<file path="src/rtl/uart_pkg.sv">
// Shared UART types, constants and the even-parity helper used by both directions.
// UART_RX_PARITY_EN adds the PARITY receive state.
package uart_pkg;

    localparam int   UART_DATA_BITS  = 8;
    localparam logic UART_IDLE_LEVEL = 1'b1;

    typedef enum logic [2:0] {
        RX_IDLE,
        RX_START,
        RX_DATA,
`ifdef UART_RX_PARITY_EN
        RX_PARITY,
`endif
        RX_STOP
    } uart_rx_state_t;

    // Even parity: the bit that makes the total count of ones even.
    function automatic logic even_parity(input logic [UART_DATA_BITS-1:0] d);
        return ^d;
    endfunction

endpackage

</file>
<file path="src/rtl/uart_rx_if.sv">
// Byte-delivery side of the UART receiver: valid/ready handshake plus error pulses.
interface uart_rx_if;
    import uart_pkg::*;

    logic [UART_DATA_BITS-1:0] data;
    logic                      valid;
    logic                      ready;
    logic                      frame_err;
    logic                      overrun;
    logic                      parity_err;

    modport master (
        output data, valid, frame_err, overrun, parity_err,
        input  ready
    );

    modport slave (
        input  data, valid, frame_err, overrun, parity_err,
        output ready
    );

endinterface

</file>
<file path="src/rtl/uart_rx_sync.sv">
// Two-flop synchroniser for the asynchronous rx line plus one delay flop for edge detection.
module uart_rx_sync
    import uart_pkg::*;
(
    input  logic clk_i,
    input  logic rst_ni,
    input  logic rx_i,
    output logic rxs,
    output logic rxs_d
);

    logic meta_q;
    logic rxs_q;
    logic rxs_dly_q;

    // All flops reset to the idle level so a reset never looks like a start edge.
    always_ff @(posedge clk_i or negedge rst_ni) begin
        if (!rst_ni) begin
            meta_q    <= UART_IDLE_LEVEL;
            rxs_q     <= UART_IDLE_LEVEL;
            rxs_dly_q <= UART_IDLE_LEVEL;
        end else begin
            meta_q    <= rx_i;
            rxs_q     <= meta_q;
            rxs_dly_q <= rxs_q;
        end
    end

    assign rxs   = rxs_q;
    assign rxs_d = rxs_dly_q;

endmodule

</file>
<file path="src/rtl/uart_rx.sv">
// UART receiver: centre-samples 8N1 frames (8E1 with UART_RX_PARITY_EN) and delivers
// bytes on a valid/ready interface with framing, overrun and parity error pulses.
module uart_rx
    import uart_pkg::*;
#(
    parameter int unsigned CLKS_PER_BIT = 414
) (
    input  logic      CLKIN,
    input  logic      RESETN,
    input  logic      rx,
    uart_rx_if.master rx_if
);

    localparam int unsigned      CNT_W     = $clog2(CLKS_PER_BIT);
    localparam logic [CNT_W-1:0] HALF_LOAD = CNT_W'(CLKS_PER_BIT / 2 - 1);
    localparam logic [CNT_W-1:0] BIT_LOAD  = CNT_W'(CLKS_PER_BIT - 1);
    localparam logic [CNT_W-1:0] CNT_ONE   = CNT_W'(1);
    localparam logic [2:0]       LAST_BIT  = 3'(UART_DATA_BITS - 1);

    logic rxs;
    logic rxs_d;

    uart_rx_sync u_sync (
        .clk_i (CLKIN),
        .rst_ni(RESETN),
        .rx_i  (rx),
        .rxs   (rxs),
        .rxs_d (rxs_d)
    );

    uart_rx_state_t            state_q;
    logic [CNT_W-1:0]          cnt_q;
    logic [2:0]                bit_idx_q;
    logic [UART_DATA_BITS-1:0] shift_q;
    logic [UART_DATA_BITS-1:0] data_q;
    logic                      valid_q;
    logic                      frame_err_q;
    logic                      overrun_q;
`ifdef UART_RX_PARITY_EN
    logic                      parity_err_q;
    logic                      parity_bad_q;
`endif

    logic cnt_zero;
    assign cnt_zero = (cnt_q == '0);

    // The stop sample returns to IDLE immediately so a back-to-back start edge is not missed.
    always_ff @(posedge CLKIN or negedge RESETN) begin
        if (!RESETN) begin
            state_q      <= RX_IDLE;
            cnt_q        <= '0;
            bit_idx_q    <= '0;
            shift_q      <= '0;
            data_q       <= '0;
            valid_q      <= 1'b0;
            frame_err_q  <= 1'b0;
            overrun_q    <= 1'b0;
`ifdef UART_RX_PARITY_EN
            parity_err_q <= 1'b0;
            parity_bad_q <= 1'b0;
`endif
        end else begin
            frame_err_q  <= 1'b0;
            overrun_q    <= 1'b0;
`ifdef UART_RX_PARITY_EN
            parity_err_q <= 1'b0;
`endif
            if (valid_q && rx_if.ready) begin
                valid_q <= 1'b0;
            end

            case (state_q)
                RX_IDLE: begin
                    if (rxs_d && !rxs) begin
                        cnt_q   <= HALF_LOAD;
                        state_q <= RX_START;
                    end
                end
                RX_START: begin
                    if (!cnt_zero) begin
                        cnt_q <= cnt_q - CNT_ONE;
                    end else if (!rxs) begin
                        cnt_q     <= BIT_LOAD;
                        bit_idx_q <= '0;
                        state_q   <= RX_DATA;
                    end else begin
                        state_q <= RX_IDLE;
                    end
                end
                RX_DATA: begin
                    if (!cnt_zero) begin
                        cnt_q <= cnt_q - CNT_ONE;
                    end else begin
                        shift_q   <= {rxs, shift_q[UART_DATA_BITS-1:1]};
                        cnt_q     <= BIT_LOAD;
                        bit_idx_q <= bit_idx_q + 3'd1;
                        if (bit_idx_q == LAST_BIT) begin
`ifdef UART_RX_PARITY_EN
                            state_q <= RX_PARITY;
`else
                            state_q <= RX_STOP;
`endif
                        end
                    end
                end
`ifdef UART_RX_PARITY_EN
                RX_PARITY: begin
                    if (!cnt_zero) begin
                        cnt_q <= cnt_q - CNT_ONE;
                    end else begin
                        parity_bad_q <= (rxs != even_parity(shift_q));
                        cnt_q        <= BIT_LOAD;
                        state_q      <= RX_STOP;
                    end
                end
`endif
                RX_STOP: begin
                    if (!cnt_zero) begin
                        cnt_q <= cnt_q - CNT_ONE;
                    end else begin
                        state_q <= RX_IDLE;
                        if (!rxs) begin
                            frame_err_q <= 1'b1;
`ifdef UART_RX_PARITY_EN
                        end else if (parity_bad_q) begin
                            parity_err_q <= 1'b1;
`endif
                        end else if (!valid_q || rx_if.ready) begin
                            data_q  <= shift_q;
                            valid_q <= 1'b1;
                        end else begin
                            overrun_q <= 1'b1;
                        end
                    end
                end
                default: state_q <= RX_IDLE;
            endcase
        end
    end

    assign rx_if.data      = data_q;
    assign rx_if.valid     = valid_q;
    assign rx_if.frame_err = frame_err_q;
    assign rx_if.overrun   = overrun_q;
`ifdef UART_RX_PARITY_EN
    assign rx_if.parity_err = parity_err_q;
`else
    assign rx_if.parity_err = 1'b0;
`endif

endmodule

</file>
<file path="src/flat_wrapper.sv">
// flat-port wrapper written by rule: the top's interface ports become plain ports
module uart_rx_flat import uart_pkg::*;
#(
    parameter int unsigned CLKS_PER_BIT = 414
)
  (CLKIN, RESETN, rx, rx_if_data, rx_if_valid, rx_if_frame_err, rx_if_overrun, rx_if_parity_err, rx_if_ready);
  uart_rx_if rx_if_i ();
  input  logic CLKIN;
  input  logic RESETN;
  input  logic rx;
  output wire logic [$bits(rx_if_i.data)-1:0] rx_if_data;
  output wire logic [$bits(rx_if_i.valid)-1:0] rx_if_valid;
  output wire logic [$bits(rx_if_i.frame_err)-1:0] rx_if_frame_err;
  output wire logic [$bits(rx_if_i.overrun)-1:0] rx_if_overrun;
  output wire logic [$bits(rx_if_i.parity_err)-1:0] rx_if_parity_err;
  input wire logic [$bits(rx_if_i.ready)-1:0] rx_if_ready;
  assign rx_if_data = rx_if_i.data;
  assign rx_if_valid = rx_if_i.valid;
  assign rx_if_frame_err = rx_if_i.frame_err;
  assign rx_if_overrun = rx_if_i.overrun;
  assign rx_if_parity_err = rx_if_i.parity_err;
  assign rx_if_i.ready = rx_if_ready;
  uart_rx #(.CLKS_PER_BIT(CLKS_PER_BIT)) u_core (.CLKIN(CLKIN), .RESETN(RESETN), .rx(rx), .rx_if(rx_if_i));
endmodule
</file>
<file path="config.mk">
export PLATFORM = sky130hd
export DESIGN_NAME = uart_rx_flat
export DESIGN_NICKNAME = d
export VERILOG_FILES = /design/src/rtl/uart_pkg.sv /design/src/rtl/uart_rx_if.sv /design/src/rtl/uart_rx_sync.sv /design/src/rtl/uart_rx.sv /design/src/flat_wrapper.sv
export SDC_FILE = /design/constraint.sdc
export NUM_CORES = 1
export LEC_CHECK = 0
export CAP_MARGIN = 20
export CELL_PAD_IN_SITES_DETAIL_PLACEMENT = 0
export CELL_PAD_IN_SITES_GLOBAL_PLACEMENT = 1
export CORE_MARGIN = 2
export CORE_UTILIZATION = 45
export CTS_BUF_LIST = sky130_fd_sc_hd__clkbuf_16
export DETAILED_ROUTE_END_ITERATION = 10
export PLACE_DENSITY_LB_ADDON = 0.3
export SLEW_MARGIN = 10
export SYNTH_ARGS = -nofsm -noshare
export SYNTH_HDL_FRONTEND = slang
export SYNTH_SLANG_ARGS = --single-unit
</file>
<file path="constraint.sdc">
create_clock -name CLKIN -period 4.06 [get_ports CLKIN]
set_clock_uncertainty 0.2 [all_clocks]
set_input_delay 0.609 -clock CLKIN [delete_from_list [all_inputs] [get_ports CLKIN]]
set_output_delay 0.609 -clock CLKIN [all_outputs]
set_load 0.05 [all_outputs]
</file>
# Word level (Yosys, flattened, before mapping)
# Index checks and enable logic that the tools add are counted.
op_classes:
  addsub: 2
  n_reduce_logical: 14
  n_mux: 29
  eq_ne: 12
ops:
  columns: ["cell", "n"]
  rows:
  - ["2-to-1 mux 9 bit", 5]
  - ["one-hot mux 9 bit (4 select lines)", 1]
  - ["2-to-1 mux 3 bit", 8]
  - ["2-to-1 mux 1 bit", 12]
  - ["one-hot mux 3 bit (4 select lines)", 1]
  - ["AND reduction 4 bit", 3]
  - ["inequality test 2 x 1 -> 1 bit (second input constant)", 5]
  - ["zero test 9 bit", 1]
  - ["subtractor 9 x 1 -> 9 bit (second input constant)", 1]
  - ["== test 3 x 2 -> 1 bit (second input constant)", 2]
  - ["one-hot mux 3 bit (2 select lines)", 1]
  - ["AND reduction 5 bit", 1]
  - ["inequality test 2 bit (second input constant)", 2]
  - ["nonzero test 4 bit", 1]
  - ["adder 3 x 1 -> 3 bit (second input constant)", 1]
  - ["== test 3 x 1 -> 1 bit (second input constant)", 1]
  - ["== test 3 bit (second input constant)", 1]
  - ["zero test 3 bit", 1]
  - ["inequality test 3 bit (second input constant)", 1]
  - ["logical AND 1 bit", 2]
  - ["zero test 1 bit", 2]
  - ["2-to-1 mux 2 bit", 1]
  - ["AND reduction 2 bit", 1]
  - ["nonzero test 2 bit", 1]
  - ["logical OR 1 bit", 1]
word_totals:
  output_inout_bits: 12
  ff_bits: 37
  elab_cells: 68
  input_bits: 4

# Logic depth before layout (Yosys ltp)
# Gate-level depths: netlist of the first run.
logic_depth:
  ltp_word: 6
  mapped_depth: 7
  depth_no_buf: 6

# Cells and area by module
# A second synthesis of the first run with hierarchy kept.
hier_totals:
  cells_unflattened: 150
  area_unflattened_um2: 1801.7
modules_own_cells:
  columns: ["mod", "area_each_um2", "cells_per_inst", "n_inst", "seq_area_each_um2"]
  rows:
  - ["uart_rx", 1722.9, 147, 1, 825.8]
  - ["uart_rx_sync", 78.8, 3, 1, 78.8]

# Least setup slack after synthesis of the first run
# No wires, ideal clock.
synth_path:
  path_kind: "reg-to-reg"
  startpoint: "reg u_core.cnt_q[0]"
  endpoint: "reg u_core.cnt_q[2]"
  setup_ps: 121
  stages_incl_launch_ff: 7
  path_buffers: 1
  period_less_slack_ps: 2221
  t_arrival_ps: 1900
  required_time_ps: 3739
  path_slack_ps: 1839
  cell_sequence: "dfrtp_1 inv_1 ha_1 or4b_1 o32a_1 buf_6 a22o_1"
synth_via:
  elab_chain_len: 3
  word_cells_on_any_way: 9
  cone_classes: "add/sub (1); eq/ne (2); mux (4); reduce/logical (2)"
synth_lines:
  columns: ["element", "line", "source"]
  rows:
  - ["from (decl)", "uart_rx.sv:32", "logic [CNT_W-1:0] cnt_q;"]
  - ["from (signal assigned)", "uart_rx.sv:81", "cnt_q <= cnt_q - CNT_ONE;"]
  - ["from (signal assigned)", "uart_rx.sv:92", "cnt_q <= cnt_q - CNT_ONE;"]
  - ["from (signal assigned)", "uart_rx.sv:119", "cnt_q <= cnt_q - CNT_ONE;"]
  - ["subtractor 9 x 1 -> 9 bit or zero test 9 bit (tied branches)", null, null]
  - ["2-to-1 mux 9 bit, or another cell as far along", "uart_rx.sv:118", "if (!cnt_zero) begin"]
  - ["one-hot mux 9 bit (4 select lines) or AND reduction 4 bit (tied branches)", null, null]
# Parallel ways exist; a longest one is shown, timed or not. The select of a mux whose other input is x is not followed.
# A chain may end at the register's enable or synchronous reset.

# Worst setup path after layout of the first run
layout_path:
  startpoint: "reg u_core.cnt_q[0]"
  endpoint: "reg u_core.bit_idx_q[0]"
layout_via:
  elab_chain_len: 3
  word_cells_on_any_way: 4
  cone_classes: "eq/ne (2); reduce/logical (2)"
layout_lines:
  columns: ["element", "line", "source"]
  rows:
  - ["zero test 9 bit *", "uart_rx.sv:45", "assign cnt_zero = (cnt_q == '0);"]
  - ["inequality test 2 x 1 -> 1 bit (no line)", null, null]
  - ["AND reduction 4 bit (no line) *", null, null]
  - ["to (signal assigned)", "uart_rx.sv:96", "bit_idx_q <= bit_idx_q + 3'd1;"]
  - ["to (decl)", "uart_rx.sv:33", "logic [2:0] bit_idx_q;"]
# Mark *: on every way between the ends. The rest lies on a longest branch, timed or not.

==> results of run 1 <==
-- how the worst max path moves through the flow --
stage / from / to
final: u_core.cnt_q[0] / u_core.bit_idx_q[0]
after global routing: u_core.cnt_q[0] / u_core.bit_idx_q[0]
after CTS: u_core.cnt_q[0] / u_core.bit_idx_q[0]
after detailed placement: u_core.cnt_q[0] / u_core.bit_idx_q[0]
after global placement: u_core.cnt_q[0] / u_core.rx_if.data[0]
after floorplan: u_core.cnt_q[0] / u_core.cnt_q[2]
-- where the power goes --
part	internal, mW	switching, mW	total, mW
registers	0.417	0.0706	0.488
logic	0.212	0.328	0.540
clock network	0.226	0.141	0.366
total	0.855	0.539	1.39
-- metrics by stage --
stage	utilization	area (sq um)	hold WS, ns	std cells
finish	0.560	2100	0.158	220
global route	0.560	2100	0.159	220
CTS	0.560	2100	0.158	220
detailed placement	0.521	1950	0.150	212
global placement	0.521	1950	0.148	212
floorplan	-	1790	0.113	156
-- sequential cells by signal, indices dropped and copies added, names as in the netlist --
signal	flops
u_core.cnt_q	9
u_core.rx_if.data	8
u_core.shift_q	8
u_core.bit_idx_q	3
u_core.state_q	2
u_core.rx_if.frame_err	1
u_core.rx_if.overrun	1
u_core.rx_if.valid	1
u_core.u_sync.meta_q	1
u_core.u_sync.rxs	1
u_core.u_sync.rxs_d	1
-- layer usage --
metal,track usage,routed length (um),up-vias
met1,0.233,1570,633
met2,0.261,1470,28
met3,0.0557,128,11
met5,0,0,-
li1,-,-,603
met4,0.0791,61,0
-- cells by family after synthesis --
logic type      count (synthesis)  share of synthesized area
mux                            17                      0.106
buf+inv                        18                     0.0483
flops                          36                      0.506
other cells                     1                    0.00210
fa+ha+maj                       7                     0.0489
simple gates                   38                      0.130
compound gates                 39                      0.159
-- worst max-delay path: stages, from the launching register on --
cell and delay (ns):
sky130_fd_sc_hd__dfrtp_1 0.41, sky130_fd_sc_hd__inv_1 0.09, sky130_fd_sc_hd__ha_1 0.22, sky130_fd_sc_hd__or4b_1 0.59
sky130_fd_sc_hd__a211oi_1 0.48, sky130_fd_sc_hd__o21a_1 0.21, sky130_fd_sc_hd__o21ai_0 0.08
-- area by class of cell --
class                   count  area (sq um)  area share
clock buffers               5           125      0.0597
repair buffers             15           148      0.0704
flip-flops and latches     36           905       0.432
multi-input cells         102           798       0.381
well taps                  48          60.1      0.0287
clock inverters             3          18.8     0.00896
inverters                  11          41.3      0.0197
-- synthesized netlist by cell type (2+ instances only) --
master | count | area (sq um)
sky130_fd_sc_hd__a21oi_1 | 5 | 25.0
sky130_fd_sc_hd__buf_6 | 2 | 22.5
sky130_fd_sc_hd__o22ai_1 | 3 | 18.8
sky130_fd_sc_hd__a211oi_1 | 2 | 15.0
sky130_fd_sc_hd__nand2_1 | 4 | 15.0
sky130_fd_sc_hd__nand4_1 | 3 | 18.8
sky130_fd_sc_hd__o21a_1 | 3 | 22.5
sky130_fd_sc_hd__mux2_2 | 15 | 169
sky130_fd_sc_hd__nor3_1 | 5 | 25.0
sky130_fd_sc_hd__nor2_1 | 8 | 30.0
sky130_fd_sc_hd__dfrtp_1 | 33 | 826
sky130_fd_sc_hd__nand2b_1 | 3 | 18.8
sky130_fd_sc_hd__dfstp_2 | 3 | 78.8
sky130_fd_sc_hd__o21bai_1 | 2 | 15.0
sky130_fd_sc_hd__nor4_1 | 3 | 18.8
sky130_fd_sc_hd__nand3_1 | 3 | 15.0
sky130_fd_sc_hd__inv_1 | 11 | 41.3
sky130_fd_sc_hd__a22o_1 | 2 | 17.5
sky130_fd_sc_hd__o21ai_0 | 9 | 45.0
sky130_fd_sc_hd__clkbuf_1 | 4 | 15.0
sky130_fd_sc_hd__ha_1 | 7 | 87.6
==> flow_summary.html, run 1 <==
<table>
<tr><th>Metric</th><th>Value</th></tr>
<tr><th colspan="2">Status</th></tr>
<tr><td>Status</td><td>completed</td></tr>
<tr><th colspan="2">Timing</th></tr>
<tr><td>Maximum clock rate</td><td>416 MHz</td></tr>
<tr><td>Setup-violating endpoint count in the final report</td><td>0</td></tr>
<tr><td>Worst-case setup margin in the final layout</td><td>1.66 ns</td></tr>
<tr><td>Min Tclk post-route</td><td>2.40 ns</td></tr>
<tr><td>Unrepaired setup endpoints after global routing</td><td>false</td></tr>
<tr><td>Max-Slew Margin vs Limit</td><td>0.480</td></tr>
<tr><td>Slew at the pin with the worst max-slew slack</td><td>0.774 ns</td></tr>
<tr><td>Count of final max-slew check failures</td><td>0</td></tr>
<tr><td>Fin crit share</td><td>0.592</td></tr>
<tr><td>Total negative setup slack</td><td>0 ns</td></tr>
<tr><td>Final hold violation count</td><td>0</td></tr>
<tr><th colspan="2">CTS</th></tr>
<tr><td>Total setup buffers inserted after CTS</td><td>0</td></tr>
<tr><td>Num CTS Buffers</td><td>5</td></tr>
<tr><td>Clock-pin slew of the registers on the worst-case setup and hold paths</td><td>0.06 ns</td></tr>
<tr><td>Clock Root Buffer</td><td>sky130_fd_sc_hd__clkbuf_16</td></tr>
<tr><td>TritonCTS clock tree</td><td>built</td></tr>
<tr><td>Cells resized by post-CTS repair</td><td>0</td></tr>
<tr><td>Number of levels the H-tree was split into</td><td>2</td></tr>
<tr><td>Clock latency at the later pin of the worst-skew pair</td><td>0.28 ns</td></tr>
<tr><td>Clock buffer depth</td><td>2</td></tr>
<tr><td>Number of hold-repair buffers added at the cts stage</td><td>0</td></tr>
<tr><td>Sinks on Clock Net</td><td>36</td></tr>
<tr><th colspan="2">Drt</th></tr>
<tr><td>Detailed router's first-iteration violation count</td><td>76</td></tr>
<tr><td>Remaining antenna violation count after routing</td><td>0</td></tr>
<tr><td>Final routed wirelength across all metal layers</td><td>3.24 mm</td></tr>
<tr><td>Total iterations of the first detailed-routing run</td><td>4</td></tr>
<tr><td>Wire length per cell</td><td>14.7 um</td></tr>
<tr><td>Count of vias placed by the detailed router</td><td>1,275</td></tr>
<tr><td>Number of remaining DRC errors</td><td>0</td></tr>
<tr><td>Vias per cell</td><td>5.80</td></tr>
<tr><th colspan="2">Logic synthesis</th></tr>
<tr><td>Summed instance area of the synthesized netlist</td><td>1790 sq um</td></tr>
<tr><td>Most common flop cell mapped by yosys</td><td>sky130_fd_sc_hd__dfrtp_1</td></tr>
<tr><td>Count of unique library cells instantiated by Yosys</td><td>47</td></tr>
<tr><td>Count of yosys warnings during synthesis</td><td>0</td></tr>
<tr><td>Avg Cell Area, Syn</td><td>11.5 sq um</td></tr>
<tr><td>Gate count after technology mapping</td><td>156</td></tr>
<tr><td>Yosys reg bits</td><td>36</td></tr>
<tr><td>Sequential cell area fraction in the yosys report</td><td>0.506</td></tr>
<tr><td>Count of flip-flops with a built-in enable after synthesis</td><td>0</td></tr>
<tr><td>Mapped Nets</td><td>167</td></tr>
<tr><td>Share of async-settable or async-resettable flops after synthesis</td><td>1.00</td></tr>
<tr><th colspan="2">Place</th></tr>
<tr><td>Number of buffers added on ports</td><td>14</td></tr>
<tr><td>Global placer's final weighted congestion</td><td>0.822</td></tr>
<tr><td>Worst Setup Slack post-DPL</td><td>1.69 ns</td></tr>
<tr><td>Half-perimeter wire length after placement</td><td>2.37 mm</td></tr>
<tr><th colspan="2">Final layout</th></tr>
<tr><td>Share of cells above drive strength 1</td><td>0.198</td></tr>
<tr><td>Commonest non-fill, non-tap cells in the layout</td><td>sky130_fd_sc_hd__dfrtp_1 (33), sky130_fd_sc_hd__mux2_2 (15), sky130_fd_sc_hd__clkdlybuf4s50_1 (14)</td></tr>
<tr><td>Signed area change from the synthesized netlist to the final layout</td><td>17.1%</td></tr>
<tr><td>Most common cell after layout, fill and taps aside</td><td>sky130_fd_sc_hd__dfrtp_1</td></tr>
<tr><td>Filler Cells Inserted</td><td>326</td></tr>
<tr><td>Post-layout net count</td><td>182</td></tr>
<tr><td>Count of inserted antenna diode cells</td><td>0</td></tr>
<tr><th colspan="2">Global route</th></tr>
<tr><td>Vias in the first global route</td><td>1,258</td></tr>
<tr><td>Global-route total usage across every layer</td><td>0.176</td></tr>
<tr><td>Aggregate global routing overflow</td><td>0</td></tr>
<tr><td>Initial antenna violation count</td><td>0</td></tr>
<tr><td>Pin count of the biggest net entering global routing</td><td>37</td></tr>
<tr><td>First-pass GRT wire length</td><td>5.79 mm</td></tr>
<tr><th colspan="2">Power and ir drop</th></tr>
<tr><td>Pwr per Cell Area</td><td>665 nW/um^2</td></tr>
<tr><td>Leakage power figure</td><td>0.946 nW</td></tr>
<tr><td>Peak VDD IR</td><td>355 uV</td></tr>
<tr><td>Power after layout</td><td>1.39 mW</td></tr>
<tr><th colspan="2">Die</th></tr>
<tr><td>Horizontal die dimension</td><td>67.1 um</td></tr>
<tr><td># rows</td><td>22</td></tr>
<tr><td>Effective utilization at floorplan</td><td>0.478</td></tr>
<tr><td>Die area</td><td>4500 sq um</td></tr>
<tr><td>Total core area</td><td>3740 sq um</td></tr>
<tr><td>Top-Level Pins</td><td>16</td></tr>
<tr><td>DIE HEIGHT</td><td>67.1 um</td></tr>
<tr><th colspan="2">Hold path</th></tr>
<tr><td>Type of the worst min-delay path</td><td>register to register</td></tr>
<tr><td>Instance count along the most critical hold path</td><td>0</td></tr>
<tr><td>Hold EP</td><td>u_core.u_sync.rxs</td></tr>
<tr><td>Hold Startpoint</td><td>u_core.u_sync.meta_q</td></tr>
<tr><th colspan="2">Flow run</th></tr>
<tr><td>Max Cap Viol</td><td>0</td></tr>
<tr><th colspan="2">Critical path</th></tr>
<tr><td>FF-to-FF path depth</td><td>6</td></tr>
<tr><td>Endpoint of the most critical register-to-register path</td><td>u_core.bit_idx_q[0]</td></tr>
<tr><td>Worst path required time</td><td>4.01 ns</td></tr>
<tr><td>FF-to-FF setup slack</td><td>1.66 ns</td></tr>
<tr><td>Launch point of the worst reg-to-reg path</td><td>u_core.cnt_q[0]</td></tr>
<tr><td>Largest fanout on the critical path</td><td>5</td></tr>
<tr><td>Sort of element at the start of the critical path</td><td>register</td></tr>
<tr><td>WS Path Type</td><td>register to register</td></tr>
<tr><td>Worst endpoint data arrival time</td><td>2.36 ns</td></tr>
<tr><td>CP endpoint kind</td><td>register</td></tr>
</table>
(Power assumes the default switching activity.)
==> inputs of run 2 (changes only) <==
==> constraint.sdc (replaced) <==
create_clock -name CLKIN -period 2.45 [get_ports CLKIN]
set_clock_uncertainty 0.2 [all_clocks]
set_input_delay 0.3675 -clock CLKIN [delete_from_list [all_inputs] [get_ports CLKIN]]
set_output_delay 0.3675 -clock CLKIN [all_outputs]
set_load 0.05 [all_outputs]
==> run 2 against run 1 <==
Against the previous run: first-iteration DRC count down 18%; sequential power up 66%; critical path type unchanged; cell area up 2.7%; highest routed layer unchanged; worst setup slack worse by 1.5 ns; clock power up 94%; sequential share of layout area down 1.2 points; power up 77%; register-to-register slack worse by 1.5 ns; die area unchanged; flip-flop and latch count unchanged; via count down 1.1%; combinational power up 76%.
==> flow_summary.html, run 2 (synthesis results as in run 1) <==
<table>
<tr><th>Metric</th><th>Value</th></tr>
<tr><th colspan="2">Drt</th></tr>
<tr><td>Vias per cell</td><td>5.65</td></tr>
<tr><td>Count of vias placed by the detailed router</td><td>1,261</td></tr>
<tr><td>Remaining antenna violation count after routing</td><td>0</td></tr>
<tr><td>Final routed wirelength across all metal layers</td><td>3.61 mm</td></tr>
<tr><td>Wire length per cell</td><td>16.2 um</td></tr>
<tr><td>Total iterations of the first detailed-routing run</td><td>4</td></tr>
<tr><td>Number of remaining DRC errors</td><td>0</td></tr>
<tr><td>Detailed router's first-iteration violation count</td><td>62</td></tr>
<tr><th colspan="2">Timing</th></tr>
<tr><td>Count of final max-slew check failures</td><td>0</td></tr>
<tr><td>Maximum clock rate</td><td>440 MHz</td></tr>
<tr><td>Unrepaired setup endpoints after global routing</td><td>false</td></tr>
<tr><td>Setup-violating endpoint count in the final report</td><td>0</td></tr>
<tr><td>Final hold violation count</td><td>0</td></tr>
<tr><td>Fin crit share</td><td>0.927</td></tr>
<tr><td>Max-Slew Margin vs Limit</td><td>0.484</td></tr>
<tr><td>Min Tclk post-route</td><td>2.27 ns</td></tr>
<tr><td>Total negative setup slack</td><td>0 ns</td></tr>
<tr><td>Slew at the pin with the worst max-slew slack</td><td>0.768 ns</td></tr>
<tr><th colspan="2">Final layout</th></tr>
<tr><td>Share of cells above drive strength 1</td><td>0.229</td></tr>
<tr><td>Number of flip-flops under the largest register name</td><td>9</td></tr>
<tr><td>Area occupied by multi-input gates</td><td>810 sq um</td></tr>
<tr><td>Most common cell after layout, fill and taps aside</td><td>sky130_fd_sc_hd__dfrtp_1</td></tr>
<tr><td>Storage cell area</td><td>905 sq um</td></tr>
<tr><td>Commonest non-fill, non-tap cells in the layout</td><td>sky130_fd_sc_hd__dfrtp_1 (33), sky130_fd_sc_hd__mux2_2 (15), sky130_fd_sc_hd__clkdlybuf4s50_1 (14)</td></tr>
<tr><td>Post-layout net count</td><td>185</td></tr>
<tr><td>Register with the most flip-flops</td><td>u_core.cnt_q</td></tr>
<tr><td>Count of inserted antenna diode cells</td><td>0</td></tr>
<tr><td>Filler Cells Inserted</td><td>314</td></tr>
<tr><td>Number of standard cells in the layout, taps in and fillers out</td><td>223</td></tr>
<tr><td>Signed area change from the synthesized netlist to the final layout</td><td>20.3%</td></tr>
<tr><th colspan="2">Power and ir drop</th></tr>
<tr><td>Leakage power figure</td><td>0.971 nW</td></tr>
<tr><td>Net Switching</td><td>0.921 mW</td></tr>
<tr><td>Flop pwr share</td><td>0.328</td></tr>
<tr><td>P_int</td><td>1.55 mW</td></tr>
<tr><td>Power share of the clock group</td><td>0.287</td></tr>
<tr><td>Pwr per Cell Area</td><td>1150 nW/um^2</td></tr>
<tr><td>Net Sw Frac</td><td>0.373</td></tr>
<tr><td>Combinational share of power</td><td>0.384</td></tr>
<tr><td>Peak VDD IR</td><td>600 uV</td></tr>
<tr><th colspan="2">CTS</th></tr>
<tr><td>Number of levels the H-tree was split into</td><td>2</td></tr>
<tr><td>Clock Root Buffer</td><td>sky130_fd_sc_hd__clkbuf_16</td></tr>
<tr><td>Total setup buffers inserted after CTS</td><td>0</td></tr>
<tr><td>Clock-pin slew of the registers on the worst-case setup and hold paths</td><td>0.06 ns</td></tr>
<tr><td>Num CTS Buffers</td><td>5</td></tr>
<tr><td>Sinks on Clock Net</td><td>36</td></tr>
<tr><td>Clock buffer depth</td><td>2</td></tr>
<tr><td>Number of hold-repair buffers added at the cts stage</td><td>0</td></tr>
<tr><td>Clock latency at the later pin of the worst-skew pair</td><td>0.28 ns</td></tr>
<tr><td>TritonCTS clock tree</td><td>built</td></tr>
<tr><th colspan="2">Critical path</th></tr>
<tr><td>CP Cell Sequence</td><td>inv_1 -&gt; ha_1 -&gt; or4b_4 -&gt; o31ai_4 -&gt; nor4_1 -&gt; a211o_1</td></tr>
<tr><td>Max stage delay cell, worst path</td><td>sky130_fd_sc_hd__or4b_4</td></tr>
<tr><td>Slowest stage delay, CP</td><td>0.54 ns</td></tr>
<tr><td>WS Path Type</td><td>register to register</td></tr>
<tr><td>CP delay by family, top</td><td>simple AND/OR/NAND/NOR gates</td></tr>
<tr><td>Sort of element at the start of the critical path</td><td>register</td></tr>
<tr><td>Startpoint of the worst setup timing path</td><td>u_core.cnt_q[0]</td></tr>
<tr><td>Largest fanout on the critical path</td><td>5</td></tr>
<tr><td>FF-to-FF setup slack</td><td>0.18 ns</td></tr>
<tr><td>Worst path required time</td><td>2.41 ns</td></tr>
<tr><td>Launch point of the worst reg-to-reg path</td><td>u_core.cnt_q[0]</td></tr>
<tr><td>Number of buffer and inverter stages on the critical path</td><td>1</td></tr>
<tr><td>Worst endpoint data arrival time</td><td>2.23 ns</td></tr>
<tr><td>CP endpoint kind</td><td>register</td></tr>
<tr><th colspan="2">Die</th></tr>
<tr><td>Horizontal die dimension</td><td>67.1 um</td></tr>
<tr><td>DIE HEIGHT</td><td>67.1 um</td></tr>
<tr><td>Top-Level Pins</td><td>16</td></tr>
<tr><td>Die area</td><td>4500 sq um</td></tr>
<tr><td>Effective utilization at floorplan</td><td>0.478</td></tr>
<tr><td>Total core area</td><td>3740 sq um</td></tr>
<tr><td># rows</td><td>22</td></tr>
<tr><th colspan="2">Place</th></tr>
<tr><td>Number of buffers added on ports</td><td>14</td></tr>
<tr><td>Number of cells after detailed placement</td><td>215</td></tr>
<tr><td>Global placer's final weighted congestion</td><td>0.822</td></tr>
<tr><td>Half-perimeter wire length after placement</td><td>2.58 mm</td></tr>
<tr><th colspan="2">Hold path</th></tr>
<tr><td>Type of the worst min-delay path</td><td>register to register</td></tr>
<tr><td>Hold Startpoint</td><td>u_core.u_sync.meta_q</td></tr>
<tr><th colspan="2">Global route</th></tr>
<tr><td>Global-route total usage across every layer</td><td>0.191</td></tr>
<tr><td>Pin count of the biggest net entering global routing</td><td>37</td></tr>
<tr><td>Initial antenna violation count</td><td>0</td></tr>
<tr><td>First-pass GRT wire length</td><td>6.26 mm</td></tr>
<tr><td>Vias in the first global route</td><td>1,380</td></tr>
<tr><td>Aggregate global routing overflow</td><td>0</td></tr>
<tr><th colspan="2">Status</th></tr>
<tr><td>Status</td><td>completed</td></tr>
<tr><th colspan="2">Flow run</th></tr>
<tr><td>Max Cap Viol</td><td>0</td></tr>
</table>
## run 2: cell count changes in the layout (fill, tap and decap cells not counted), sizes merged
cell      before  now
clkinv         3    1
bufinv         0    1
clkinvlp       0    1
buf            1    4
## run 2: worst paths after layout
path | end | depth (start not counted)
hold / removal | u_core.u_sync.rxs | 0
max in group asynchronous | u_core.u_sync.meta_q | 2
min in group asynchronous | u_core.rx_if.data[2] | 2
setup / recovery | u_core.cnt_q[4] | 6
hold reg to reg | u_core.u_sync.rxs | 0
setup reg to reg | u_core.cnt_q[4] | 6
## run 2: timing repair
| item | 4_1_cts | 5_1_grt |
|---|---|---|
| gates resized for setup | 0 | 3 |
| hold endpoints to repair | 0 | 0 |
| endpoints found under the setup margin | 0 | 8 |
## run 2: layout make-up
cell class	instances	share of cell area
Timing Repair Buffer	18	0.0790
Clock inverter	3	0.0198
Sequential cell	36	0.420
Inverter	11	0.0192
Multi-Input combinational cell	102	0.376
Tap cell	48	0.0279
Clock buffer	5	0.0581
## run 2: power by group through the flow
| stage | Clock [mW] | Sequential, mW | Combinational, mW |
|---|---|---|---|
| finish | 0.710 | 0.812 | 0.950 |
| global route | 0.754 | 0.830 | 1.09 |
| CTS | 0.729 | 0.803 | 0.934 |
| detailed placement | 0 | 0.811 | 0.935 |
| global placement | 0 | 0.804 | 0.905 |
| floorplan | 0 | 0.772 | 0.769 |
## run 2: stage by stage
step           instance area, sq um  power (mW)  hold WS (ns)  utilization  setup slack, ns
2_1_floorplan                  1790        1.54        -0.128            -            0.229
3_3_place_gp                   1970        1.71         0.149        0.527            0.140
3_5_place_dp                   1970        1.75         0.155        0.527           0.0833
4_1_cts                        2140        2.47         0.163        0.572           0.0731
5_1_grt                        2150        2.67         0.165        0.575           0.0527
6_report                       2150        2.47         0.161        0.575            0.178
## run 2: layer usage
metal | GRT usage | share of wire | up-vias
li1 | - | - | 601
met5 | 0 | 0 | -
met2 | 0.329 | 0.51 | 31
met1 | 0.218 | 0.43 | 622
met3 | 0.0625 | 0.048 | 7
met4 | 0.0689 | 0.011 | 0
==> inputs of run 3 (changes only) <==
--- a/config.mk
+++ b/config.mk
@@ -11,8 +11,10 @@
 export CORE_MARGIN = 2
 export CORE_UTILIZATION = 45
 export CTS_BUF_LIST = sky130_fd_sc_hd__clkbuf_16
+export CTS_CLUSTER_SIZE = 14
 export DETAILED_ROUTE_END_ITERATION = 10
 export PLACE_DENSITY_LB_ADDON = 0.3
+export REMOVE_ABC_BUFFERS = 1
 export SLEW_MARGIN = 10
 export SYNTH_ARGS = -nofsm -noshare
 export SYNTH_HDL_FRONTEND = slang
==> run 3 against run 2 <==
Against the previous run: sequential power about the same; non-clock buffer count stayed put; critical endpoint is now u_core.rx_if.data[0]; cell area shrank 1.3%; via count decreased by 0.24%; global-route usage decreased by 1.2 points; maximum frequency shrank 0.80%; flip-flop and latch count unchanged; count of clock-buffer cells in the layout unchanged; utilization fell by 0.77 points.
==> flow_summary.html, run 3 (synthesis results as in run 1) <==
<table>
<tr><th>Metric</th><th>Value</th></tr>
<tr><th colspan="2">Drt</th></tr>
<tr><td>Number of remaining DRC errors</td><td>0</td></tr>
<tr><td>Remaining antenna violation count after routing</td><td>0</td></tr>
<tr><td>Wire length per cell</td><td>15.2 um</td></tr>
<tr><td>Detailed router's first-iteration violation count</td><td>71</td></tr>
<tr><td>Total iterations of the first detailed-routing run</td><td>4</td></tr>
<tr><td>Final routed wirelength across all metal layers</td><td>3.39 mm</td></tr>
<tr><td>Vias per cell</td><td>5.64</td></tr>
<tr><td>Count of vias placed by the detailed router</td><td>1,258</td></tr>
<tr><th colspan="2">CTS</th></tr>
<tr><td>Number of levels the H-tree was split into</td><td>2</td></tr>
<tr><td>Total setup buffers inserted after CTS</td><td>0</td></tr>
<tr><td>Clock Root Buffer</td><td>sky130_fd_sc_hd__clkbuf_16</td></tr>
<tr><td>Number of hold-repair buffers added at the cts stage</td><td>0</td></tr>
<tr><td>Sinks on Clock Net</td><td>36</td></tr>
<tr><td>TritonCTS clock tree</td><td>built</td></tr>
<tr><td>Clock-pin slew of the registers on the worst-case setup and hold paths</td><td>0.06 ns</td></tr>
<tr><td>Clock buffer depth</td><td>2</td></tr>
<tr><td>Clock latency at the later pin of the worst-skew pair</td><td>0.28 ns</td></tr>
<tr><td>Num CTS Buffers</td><td>5</td></tr>
<tr><th colspan="2">Global route</th></tr>
<tr><td>Initial antenna violation count</td><td>0</td></tr>
<tr><td>First-pass GRT wire length</td><td>5.91 mm</td></tr>
<tr><td>Global-route total usage across every layer</td><td>0.178</td></tr>
<tr><td>Aggregate global routing overflow</td><td>0</td></tr>
<tr><td>Vias in the first global route</td><td>1,262</td></tr>
<tr><td>Pin count of the biggest net entering global routing</td><td>37</td></tr>
<tr><th colspan="2">Place</th></tr>
<tr><td>Half-perimeter wire length after placement</td><td>2.36 mm</td></tr>
<tr><td>Number of buffers added on ports</td><td>14</td></tr>
<tr><td>Global placer's final weighted congestion</td><td>0.821</td></tr>
<tr><td>Number of cells after detailed placement</td><td>215</td></tr>
<tr><th colspan="2">Power and ir drop</th></tr>
<tr><td>Pwr per Cell Area</td><td>1100 nW/um^2</td></tr>
<tr><td>Leakage power figure</td><td>0.961 nW</td></tr>
<tr><td>Peak VDD IR</td><td>619 uV</td></tr>
<tr><th colspan="2">Final layout</th></tr>
<tr><td>Filler Cells Inserted</td><td>346</td></tr>
<tr><td>Commonest non-fill, non-tap cells in the layout</td><td>sky130_fd_sc_hd__dfrtp_1 (33), sky130_fd_sc_hd__mux2_2 (15), sky130_fd_sc_hd__clkdlybuf4s50_1 (14)</td></tr>
<tr><td>Storage cell area</td><td>905 sq um</td></tr>
<tr><td>Count of inserted antenna diode cells</td><td>0</td></tr>
<tr><td>Most common cell after layout, fill and taps aside</td><td>sky130_fd_sc_hd__dfrtp_1</td></tr>
<tr><td>Share of cells above drive strength 1</td><td>0.217</td></tr>
<tr><td>Number of standard cells in the layout, taps in and fillers out</td><td>223</td></tr>
<tr><td>Post-layout net count</td><td>185</td></tr>
<tr><td>Final core utilization</td><td>0.568</td></tr>
<tr><td>Register with the most flip-flops</td><td>u_core.cnt_q</td></tr>
<tr><td>Signed area change from the synthesized netlist to the final layout</td><td>18.7%</td></tr>
<tr><td>Area occupied by multi-input gates</td><td>803 sq um</td></tr>
<tr><td>Number of flip-flops under the largest register name</td><td>9</td></tr>
<tr><th colspan="2">Critical path</th></tr>
<tr><td>Largest fanout on the critical path</td><td>8</td></tr>
<tr><td>Number of buffer and inverter stages on the critical path</td><td>1</td></tr>
<tr><td>Max stage delay cell, worst path</td><td>sky130_fd_sc_hd__or4b_4</td></tr>
<tr><td>Slowest stage delay, CP</td><td>0.53 ns</td></tr>
<tr><td>Worst path required time</td><td>2.41 ns</td></tr>
<tr><td>CP delay by family, top</td><td>simple AND/OR/NAND/NOR gates</td></tr>
<tr><td>CP Cell Sequence</td><td>inv_1 -&gt; ha_1 -&gt; or4b_4 -&gt; nor2_4 -&gt; nand4_4 -&gt; mux2_1</td></tr>
<tr><td>Sort of element at the start of the critical path</td><td>register</td></tr>
<tr><td>WS Path Type</td><td>register to register</td></tr>
<tr><td>CP endpoint kind</td><td>register</td></tr>
<tr><td>Worst endpoint data arrival time</td><td>2.25 ns</td></tr>
<tr><th colspan="2">Flow run</th></tr>
<tr><td>Max Cap Viol</td><td>0</td></tr>
<tr><th colspan="2">Timing</th></tr>
<tr><td>Count of final max-slew check failures</td><td>0</td></tr>
<tr><td>Final hold violation count</td><td>0</td></tr>
<tr><td>Max-Slew Margin vs Limit</td><td>0.485</td></tr>
<tr><td>Total negative setup slack</td><td>0 ns</td></tr>
<tr><td>Slew at the pin with the worst max-slew slack</td><td>0.766 ns</td></tr>
<tr><td>Setup-violating endpoint count in the final report</td><td>0</td></tr>
<tr><td>Fin crit share</td><td>0.935</td></tr>
<tr><td>Unrepaired setup endpoints after global routing</td><td>false</td></tr>
<tr><td>Maximum clock rate</td><td>437 MHz</td></tr>
<tr><td>Min Tclk post-route</td><td>2.29 ns</td></tr>
<tr><th colspan="2">Hold path</th></tr>
<tr><td>Type of the worst min-delay path</td><td>register to register</td></tr>
<tr><th colspan="2">Die</th></tr>
<tr><td>Total core area</td><td>3740 sq um</td></tr>
<tr><td>Horizontal die dimension</td><td>67.1 um</td></tr>
<tr><td>Die area</td><td>4500 sq um</td></tr>
<tr><td>Top-Level Pins</td><td>16</td></tr>
<tr><td>DIE HEIGHT</td><td>67.1 um</td></tr>
<tr><td># rows</td><td>22</td></tr>
<tr><td>Effective utilization at floorplan</td><td>0.478</td></tr>
<tr><th colspan="2">Status</th></tr>
<tr><td>Status</td><td>completed</td></tr>
</table>
run 3: cell types whose count changed in the layout (fill, tap and decap cells not counted), sizes merged:
cell    before  now
bufinv       1    0
inv         11   12
run 3: worst paths after layout:
check	start	to	slack, ns	cells past startpoint
min in group asynchronous	RESETN	u_core.cnt_q[7]	0.30	2
worst max-delay path	u_core.cnt_q[0]	u_core.rx_if.data[0]	0.16	6
worst min-delay path	u_core.u_sync.meta_q	u_core.u_sync.rxs	0.16	0
worst min register to register	u_core.u_sync.meta_q	u_core.u_sync.rxs	0.16	0
worst max register to register	u_core.cnt_q[0]	u_core.rx_if.data[0]	0.16	6
max in group asynchronous	RESETN	u_core.u_sync.rxs_d	1.41	2
run 3: final cells by class:
class	count	share of cell area
clock buffer	5	0.0589
multi-input combinational	102	0.378
clock inverter	3	0.00942
timing repair buffer	18	0.0801
inverter	11	0.0194
tap	48	0.0283
sequential	36	0.426
run 3: worst register-to-register path, cell delays in order, from the launching register on:
cell,delay [ns]
sky130_fd_sc_hd__dfrtp_1,0.40
sky130_fd_sc_hd__inv_1,0.09
sky130_fd_sc_hd__ha_1,0.22
sky130_fd_sc_hd__or4b_4,0.54
sky130_fd_sc_hd__nor2_4,0.17
sky130_fd_sc_hd__nand4_4,0.20
sky130_fd_sc_hd__mux2_1,0.37
run 3: what timing repair did:
item	4_1_cts	5_1_grt
endpoints found under the hold margin	0	0
gates resized for setup	0	2
endpoints found under the setup margin	0	14
run 3: where the power goes:
part	switching [mW]	internal, mW	total (mW)
Sequential	0.118	0.691	0.809
Clock	0.237	0.374	0.611
Combinational	0.545	0.379	0.925
Total	0.900	1.44	2.34
run 3: layer usage:
metal / GRT usage / share of wire / up-vias
li1: - / - / 604
met1: 0.226 / 0.47 / 618
met2: 0.293 / 0.48 / 31
met3: 0.0456 / 0.036 / 5
met4: 0.0612 / 0.012 / 0
met5: 0 / 0 / -
run 3: per-stage QoR:
step	hold slack [ns]	worst slack (ns)	cell area (sq um)	power, mW
final	0.157	0.160	2120	2.34
after global routing	0.162	0.0155	2120	2.51
after CTS	0.160	0.0332	2120	2.34
after detailed placement	0.152	0.0584	1970	1.72
after global placement	0.148	0.131	1970	1.71
after floorplan	-0.128	0.244	1740	1.50
